### src/rtl/uart_wb_bridge.sv
// UART command bridge driving a single-beat Wishbone master.
// Optional ACK timeout: define UART_WB_TIMEOUT_EN.
module uart_wb_bridge #(
  parameter logic [14:0] BPS_CNT_MAX = 15'd868,
  parameter logic [7:0]  TIMEOUT_MAX = 8'd255
) (
  input  logic       i_clk,
  input  logic       i_rst_n,
  input  logic       i_rx,
  output logic       o_tx,
  output logic [2:0] Master_WB_ADRo,
  output logic [7:0] Master_WB_DATo,
  input  logic [7:0] Master_WB_DATi,
  output logic       Master_WB_WEo,
  output logic       Master_WB_CYCo,
  output logic       Master_WB_STBo,
  input  logic       Master_WB_ACKi,
  output logic       o_busy,
  output logic       o_frame_err
);

  localparam logic [14:0] BIT_END = BPS_CNT_MAX - 15'd1;
  localparam logic [14:0] BIT_MID = BPS_CNT_MAX >> 1;
  localparam logic [7:0]  TMO_END = TIMEOUT_MAX - 8'd1;

  typedef enum logic [1:0] {
    RX_IDLE,
    RX_START,
    RX_DATA,
    RX_STOP
  } rx_state_t;

  typedef enum logic [1:0] {
    IDLE,
    GET_DATA,
    BUS,
    SEND
  } state_t;

  logic        rx_s1;
  logic        rx_s2;
  logic        rx_prev;
  rx_state_t   rx_state;
  logic [14:0] rx_cnt;
  logic [2:0]  rx_idx;
  logic [7:0]  rx_shift;
  logic        rx_stop_hit;
  logic        rx_done;
  logic        rx_ferr;

  state_t      state;
  logic [14:0] tx_cnt;
  logic [3:0]  tx_idx;
  logic [7:0]  resp;
  logic [7:0]  tmo_cnt;
  logic        tmo_hit;

  // Receiver: rx_prev is an edge register behind the 2-flop synchroniser
  always_ff @(posedge i_clk or negedge i_rst_n) begin
    if (!i_rst_n) begin
      rx_s1    <= 1'b1;
      rx_s2    <= 1'b1;
      rx_prev  <= 1'b1;
      rx_state <= RX_IDLE;
      rx_cnt   <= '0;
      rx_idx   <= '0;
      rx_shift <= '0;
    end else begin
      rx_s1   <= i_rx;
      rx_s2   <= rx_s1;
      rx_prev <= rx_s2;
      unique case (rx_state)
        RX_IDLE: begin
          if (rx_prev && !rx_s2) begin
            rx_state <= RX_START;
            rx_cnt   <= '0;
          end
        end
        RX_START: begin
          if (rx_cnt == BIT_MID) begin
            rx_cnt   <= '0;
            rx_idx   <= '0;
            rx_state <= rx_s2 ? RX_IDLE : RX_DATA;
          end else begin
            rx_cnt <= rx_cnt + 15'd1;
          end
        end
        RX_DATA: begin
          if (rx_cnt == BIT_END) begin
            rx_cnt   <= '0;
            rx_shift <= {rx_s2, rx_shift[7:1]};
            rx_idx   <= rx_idx + 3'd1;
            if (rx_idx == 3'd7) rx_state <= RX_STOP;
          end else begin
            rx_cnt <= rx_cnt + 15'd1;
          end
        end
        RX_STOP: begin
          if (rx_cnt == BIT_END) begin
            rx_cnt   <= '0;
            rx_state <= RX_IDLE;
          end else begin
            rx_cnt <= rx_cnt + 15'd1;
          end
        end
        default: rx_state <= RX_IDLE;
      endcase
    end
  end

  assign rx_stop_hit = (rx_state == RX_STOP) && (rx_cnt == BIT_END);
  assign rx_done     = rx_stop_hit && rx_s2;
  assign rx_ferr     = rx_stop_hit && !rx_s2;

  always_ff @(posedge i_clk or negedge i_rst_n) begin
    if (!i_rst_n) o_frame_err <= 1'b0;
    else          o_frame_err <= rx_ferr;
  end

  // Counts cycles spent with STB up; saturates so it never wraps
  always_ff @(posedge i_clk or negedge i_rst_n) begin
    if (!i_rst_n)             tmo_cnt <= '0;
    else if (state != BUS)    tmo_cnt <= '0;
    else if (tmo_cnt != TMO_END) tmo_cnt <= tmo_cnt + 8'd1;
  end

`ifdef UART_WB_TIMEOUT_EN
  assign tmo_hit = (tmo_cnt == TMO_END);
`else
  assign tmo_hit = 1'b0;
`endif

  always_ff @(posedge i_clk or negedge i_rst_n) begin
    if (!i_rst_n) begin
      state          <= IDLE;
      o_tx           <= 1'b1;
      o_busy         <= 1'b0;
      Master_WB_ADRo <= '0;
      Master_WB_DATo <= '0;
      Master_WB_WEo  <= 1'b0;
      Master_WB_CYCo <= 1'b0;
      Master_WB_STBo <= 1'b0;
      tx_cnt         <= '0;
      tx_idx         <= '0;
      resp           <= '0;
    end else begin
      unique case (state)
        IDLE: begin
          if (rx_done) begin
            Master_WB_ADRo <= rx_shift[2:0];
            Master_WB_WEo  <= rx_shift[7];
            o_busy         <= 1'b1;
            if (rx_shift[7]) begin
              state <= GET_DATA;
            end else begin
              state          <= BUS;
              Master_WB_CYCo <= 1'b1;
              Master_WB_STBo <= 1'b1;
            end
          end
        end
        GET_DATA: begin
          if (rx_done) begin
            state          <= BUS;
            Master_WB_DATo <= rx_shift;
            Master_WB_CYCo <= 1'b1;
            Master_WB_STBo <= 1'b1;
          end else if (rx_ferr) begin
            state         <= IDLE;
            o_busy        <= 1'b0;
            Master_WB_WEo <= 1'b0;
          end
        end
        BUS: begin
          if (Master_WB_ACKi || tmo_hit) begin
            state          <= SEND;
            Master_WB_CYCo <= 1'b0;
            Master_WB_STBo <= 1'b0;
            Master_WB_WEo  <= 1'b0;
            o_tx           <= 1'b0;
            tx_cnt         <= '0;
            tx_idx         <= '0;
            if (!Master_WB_ACKi)    resp <= 8'hEE;
            else if (Master_WB_WEo) resp <= 8'h55;
            else                    resp <= Master_WB_DATi;
          end
        end
        SEND: begin
          if (tx_cnt == BIT_END) begin
            tx_cnt <= '0;
            tx_idx <= tx_idx + 4'd1;
            unique case (1'b1)
              tx_idx == 4'd9: begin
                state  <= IDLE;
                o_busy <= 1'b0;
                o_tx   <= 1'b1;
              end
              tx_idx == 4'd8: o_tx <= 1'b1;
              default:        o_tx <= resp[tx_idx[2:0]];
            endcase
          end else begin
            tx_cnt <= tx_cnt + 15'd1;
          end
        end
        default: state <= IDLE;
      endcase
    end
  end

endmodule

### config.mk
export PLATFORM = sky130hd
export DESIGN_NAME = uart_wb_bridge
export DESIGN_NICKNAME = d
export VERILOG_FILES = /design/src/rtl/uart_wb_bridge.sv
export SDC_FILE = /design/constraint.sdc
export NUM_CORES = 1
export LEC_CHECK = 0
export ABC_AREA = 1
export CAP_MARGIN = 20
export CORE_MARGIN = 3
export CORE_UTILIZATION = 59
export DETAILED_ROUTE_END_ITERATION = 8
export PLACE_DENSITY = 0.8
export SLEW_MARGIN = 20
export SYNTH_ARGS = -nofsm -noshare
export SYNTH_HDL_FRONTEND = slang
export SYNTH_SLANG_ARGS = --single-unit
### constraint.sdc
create_clock -name i_clk -period 2 [get_ports i_clk]
set_input_delay 0.2 -clock i_clk [delete_from_list [all_inputs] [get_ports i_clk]]
set_output_delay 0.2 -clock i_clk [all_outputs]
set_load 0.02 [all_outputs]
## Word-level counts from Yosys, hierarchy flattened

Index checks and enable logic that the tools add are counted.

| operators by class | value |
|---|---|
| eq/ne operators | 26 |
| reduce and logical (&&, ||, !) cells | 25 |
| muxes and demuxes | 46 |
| $add $sub $neg | 4 |
| order comparisons | 1 |

Operators with widths:

| cell | count |
|---|---|
| two-way mux 15 bit | 5 |
| case mux 15 bit (3 select lines) | 1 |
| adder 15 x 1 -> 15 bit (second input constant) | 2 |
| == test 15 x 10 -> 1 bit (second input constant) | 2 |
| case mux 15 bit (2 select lines) | 1 |
| two-way mux 2 bit | 13 |
| != test 2 bit (second input constant) | 13 |
| AND reduction 5 bit | 4 |
| case mux 2 bit (4 select lines) | 2 |
| == test 15 x 9 -> 1 bit (second input constant) | 1 |
| two-way mux 1 bit | 12 |
| AND reduction 2 bit | 5 |
| case mux 1 bit (3 select lines) | 3 |
| == test 2 bit (second input constant) | 4 |
| == test 4 bit (second input constant) | 2 |
| two-way mux 4 bit | 2 |
| two-way mux 8 bit | 1 |
| case mux 4 bit (2 select lines) | 1 |
| two-way mux 3 bit | 2 |
| case mux 3 bit (2 select lines) | 1 |
| AND reduction 3 bit | 2 |
| AND reduction 6 bit | 1 |
| nonzero test 3 bit | 2 |
| adder 4 x 1 -> 4 bit (second input constant) | 1 |
| 12 further kinds | 19 |

| word-level totals | value |
|---|---|
| register bits after elaboration | 76 |
| logic and storage cells | 120 |

## Depth between registers and ports, before layout

| depth | value |
|---|---|
| word-level depth | 6 |
| depth in mapped cells | 11 |

## Worst setup path after synthesis

OpenSTA, ideal clock, no wires.

| timing path | value |
|---|---|
| kind | register -> register |
| start | reg state[0] |
| end | reg tx_cnt[11] |
| arrival time | 1.502 ns |
| library setup time | 0.121 ns |
| data required time | 1.879 ns |
| buffers on the path | 1 |
| path slack | 0.377 ns |
| stages on the path, launching flop included | 11 |
| cell sequence | dfrtp_1 -> inv_1 -> ha_1 -> nand2_2 -> o21ai_2 -> buf_6 -> nand4_4 -> nor3_2 -> nand3_1 -> nand2_1 -> nor2_1 |

| on the way | value |
|---|---|
| longest elaborated chain between the ends | 3 |
| elaborated cells between the ends (all ways) | 6 |
| classes of those cells | eq/ne: 3; mux: 1; reduce/logical: 2 |

RTL lines:

| item | line | source |
|---|---|---|
| from (decl) | 51 | `state_t state;` |
| from (signal assigned) | 135 | `state <= IDLE;` |
| from (signal assigned) | 154 | `state <= GET_DATA;` |
| from (signal assigned) | 156 | `state <= BUS;` |
| == test 2 bit | 147 | `unique case (state)` |
| != test 2 bit (no line) or nonzero test 2 bit (tied branches) | -- |  |
| AND reduction 2 bit (no line) | -- |  |
| to (signal assigned) | 202 | `tx_cnt <= tx_cnt + 15'd1;` |
| to (decl) | 52 | `logic [14:0] tx_cnt;` |

Parallel ways exist; a longest one is shown, timed or not.
A chain may end at the register's enable or synchronous reset.

## Worst setup path after layout

| timing path | value |
|---|---|
| start | reg rx_cnt[1] |
| end | reg state[1] |

| on the way | value |
|---|---|
| longest elaborated chain between the ends | 5 |
| elaborated cells between the ends (all ways) | 9 |
| classes of those cells | eq/ne: 3; mux: 2; reduce/logical: 4 |

RTL lines:

| item | line | source |
|---|---|---|
| from (decl) | 44 | `logic [14:0] rx_cnt;` |
| from (signal assigned) | 85 | `rx_cnt <= rx_cnt + 15'd1;` |
| from (signal assigned) | 95 | `rx_cnt <= rx_cnt + 15'd1;` |
| from (signal assigned) | 103 | `rx_cnt <= rx_cnt + 15'd1;` |
| == test 15 x 10 -> 1 bit * | 111 | `assign rx_stop_hit = (rx_state == RX_STOP) && (rx_cnt == BIT_END);` |
| logical AND 1 bit * | 111 |  |
| logical AND 1 bit, on equally long branches | 112, 113 |  |
| != test 3 bit (no line) (tied with other cells) | -- |  |
| AND reduction 5 bit (no line) or case mux 2 bit (4 select lines) (tied branches) | -- |  |

Mark *: on every way between the ends. The rest lies on a longest branch, timed or not.

==> reports/metrics.csv <==
stage,metric,value,unit
power_and_ir_drop,power.density,704,nW/um2
placement,port_buffers,28,
synthesis,synth_fp_nets,531,
route,vias_per_cell,5.43,
critical_path,worstRegToRegCells,9,
timing,setup_slack,0.178,ns
critical_path,crit_path_start_kind,flip-flop,
clock_network,cts_tree,yes,
critical_path,r2r-end,state[1]$_DFFE_PN0P_,
route,wl_per_cell,13.2,um
critical_path,critPathMaxStageDelay,0.42,ns
global_routing,antenna_found_initial,0,
timing,holdWs,0.249,ns
finish,synthToLayoutAreaGrowth,14.7,%
timing,max_freq,549,MHz
placement,pre_cts_ws,-0.0114,ns
timing,finalCritPeriodShare,91.1,%
critical_path,worstPathRequired,2.29,ns
critical_path,crit_fanout,17,
route,vias,3494,
critical_path,cp-end-kind,flip-flop,
critical_path,cp_slowest_cell,dfrtp_1,
finish,final_core_util,72.1,%
global_routing,grt_pass1_wl,14.6,mm
timing,slew_violations,0,
clock_network,clock_latency,0.36,ns
timing,rsz0062_at_grt,no,
route,antenna_left,0,
job,drv_cap,0,
route,route.detailed.drc,0,
timing,setup_violations,0,
critical_path,critPathCapture,state[1]$_DFFE_PN0P_,
clock_network,path_clk_slew,0.08,ns
hold_path,hold_path_depth,1,
global_routing,first_global_vias,3298,
floorplan,pin_count,29,
route,dr.pass1.iters,5,
critical_path,cp_cell_sequence,ha_1 -> nand3_1 -> inv_1 -> nand2_2 -> nor2_8 -> nand4_4 -> a21oi_1 -> nand2_1 -> nand2_1,
finish,num_antenna_cells,0,
floorplan,start_util,62.9,%
timing,worst_pin_slew,0.503,ns
global_routing,grt_use_total,23.4,%
power_and_ir_drop,p_leak,2.19,nW
synthesis,syn_area,4130,um2
clock_network,cts_buffers,9,
floorplan,coreArea,6570,um2
synthesis,synth_area_per_cell,8.16,um2
power_and_ir_drop,vdd_ir_drop_max,0.732,mV
finish,final_common_cell,nand2_1,
synthesis,synth_ff_type,dfrtp_1,
synthesis,synth_cells,506,
placement,dpl.hpwl,6.01,mm
clock_network,cts_buffer_depth,2,
global_routing,grt_max_degree,77,
timing,relSlewSlack,66.5,%
critical_path,cp_num_buf_inv,1,
timing,fin_skew,0.0113,ns
clock_network,cts-root-buf,clkbuf_8,
critical_path,crit_cells,9,
critical_path,r2r-start,rx_cnt[1]$_DFFE_PN0P_,
synthesis,ys_seq_area_share,46.2,%
critical_path,path_delay_family,simple AND/OR/NAND/NOR gates,
finish,fin_cells,644,
critical_path,cpMostUsedCell,nand2_1,
finish,layout_common_cells,"nand2_1, dfrtp_1, inv_1, nand3_1, nor2_1",
synthesis,ys_ff_latch,76,
floorplan,die_w,89.7,um
placement,place.gp.congestion,0.897,
route,wl,8.49,mm
timing,period_minus_slack,1.82,ns
timing,hold_violations,0,
floorplan,dieArea,8040,um2
synthesis,synthArstFlopShare,100,%
power_and_ir_drop,power,3.34,mW
critical_path,worstPathArrival,2.11,ns
timing,finalSetupTns,0,ns
critical_path,cp-startpoint,rx_cnt[1]$_DFFE_PN0P_,
clock_network,htreeDepth,3,
hold_path,hp-class,in2reg,
finish,drive_gt1_share,14.7,%
placement,placedCellCount,622,
synthesis,synth_cell_types,37,
global_routing,grt_overflow,0,
floorplan,rows,29,
outcome,status,"complete, no violations",
finish,finish.net_count,571,
synthesis,synth_warnings,0,
clock_network,clock_sinks,76,
floorplan,die_height,89.7,um
critical_path,criticalPathCategory,reg2reg,
synthesis,synth-edff-count,0,
critical_path,reg2reg_slack,0.18,ns
placement,placed_area,4490,um2
route,drt_iter0_drc,180,
finish,design_area,4740,um2
## synthesized netlist by cell type (4+ instances only)
cell type	n	share of area, %
nor3_1	6	0.73
nor2_1	38	3.5
xor2_1	5	1.1
o21ai_1	21	2.5
inv_1	56	5.1
ha_1	13	3.9
dfstp_2	4	2.5
dfrtp_1	72	44
o22ai_1	6	0.91
o21ai_0	31	3.8
nor2_2	6	0.91
a21oi_1	18	2.2
a31oi_1	4	0.61
nand3_1	39	4.7
o21ai_2	9	1.9
inv_2	11	1.0
nand2_1	120	11
nand4_1	11	1.7
nand2_2	6	0.91
## repair_timing
item | CTS | global route
cloned | 0 | 0
endpoints found under the hold margin | 72 | 0
hold buffers | 1 | 0
setup buffers | 0 | 5
resized for setup | 1 | 3
endpoints found under the setup margin | 7 | 12
## cell families after synthesis
logic type      synth area share, %
compound gates                 12.6
xor+xnor                       1.06
fa+ha+maj                      3.94
buf+inv                        8.09
flops                          46.2
simple gates                   28.1
## sequential cells by signal, summed over array words and instances (netlist names), 2 cells and up, named ones only
name	cells
state	2
rx_cnt	15
resp	8
rx_idx	3
Master_WB_DATo	8
tx_cnt	15
tx_idx	4
rx_shift	8
Master_WB_ADRo	3
## area by class of cell
class / count / area, um2
well taps: 93 / 116
multi-input cells: 353 / 1910
clock inverters: 7 / 57.6
flip-flops and latches: 76 / 1910
clock buffers: 9 / 124
repair buffers: 38 / 368
inverters: 68 / 255
fillers: 508 / 1830
## per-layer routing
layer / track usage [%] / vias up / part of all wire [%]
met5: 0 / - / 0
met4: 7.44 / 0 / 1.9
met3: 4.93 / 20 / 3.9
met2: 38.8 / 81 / 50
met1: 30.7 / 1652 / 44
li1: - / 1741 / -
## worst min path at each step
stage	from	slack [ns]	end
3_3_place_gp	i_rst_n	0.25	resp[1]$_DFFE_PN0P_
6_report	i_rx	0.25	rx_s1$_DFF_PN1_
5_1_grt	i_rx	0.25	rx_s1$_DFF_PN1_
2_1_floorplan	i_rst_n	-0.1	Master_WB_ADRo[0]$_DFFE_PN0P_
3_5_place_dp	i_rst_n	0.25	resp[5]$_DFFE_PN0P_
4_1_cts	i_rx	0.24	rx_s1$_DFF_PN1_
## worst reg2reg max path, stage by stage (launching register included)
cell,delay (ns)
dfrtp_1,0.42
ha_1,0.24
nand3_1,0.12
inv_1,0.08
nand2_2,0.08
nor2_8,0.17
nand4_4,0.29
a21oi_1,0.23
nand2_1,0.06
nand2_1,0.06
## power breakdown
group          switching, mW  internal [mW]
clock                  0.631          0.465
combinational          0.407          0.173
sequential            0.0675           1.59
Power figures use the tool's default switching activity.
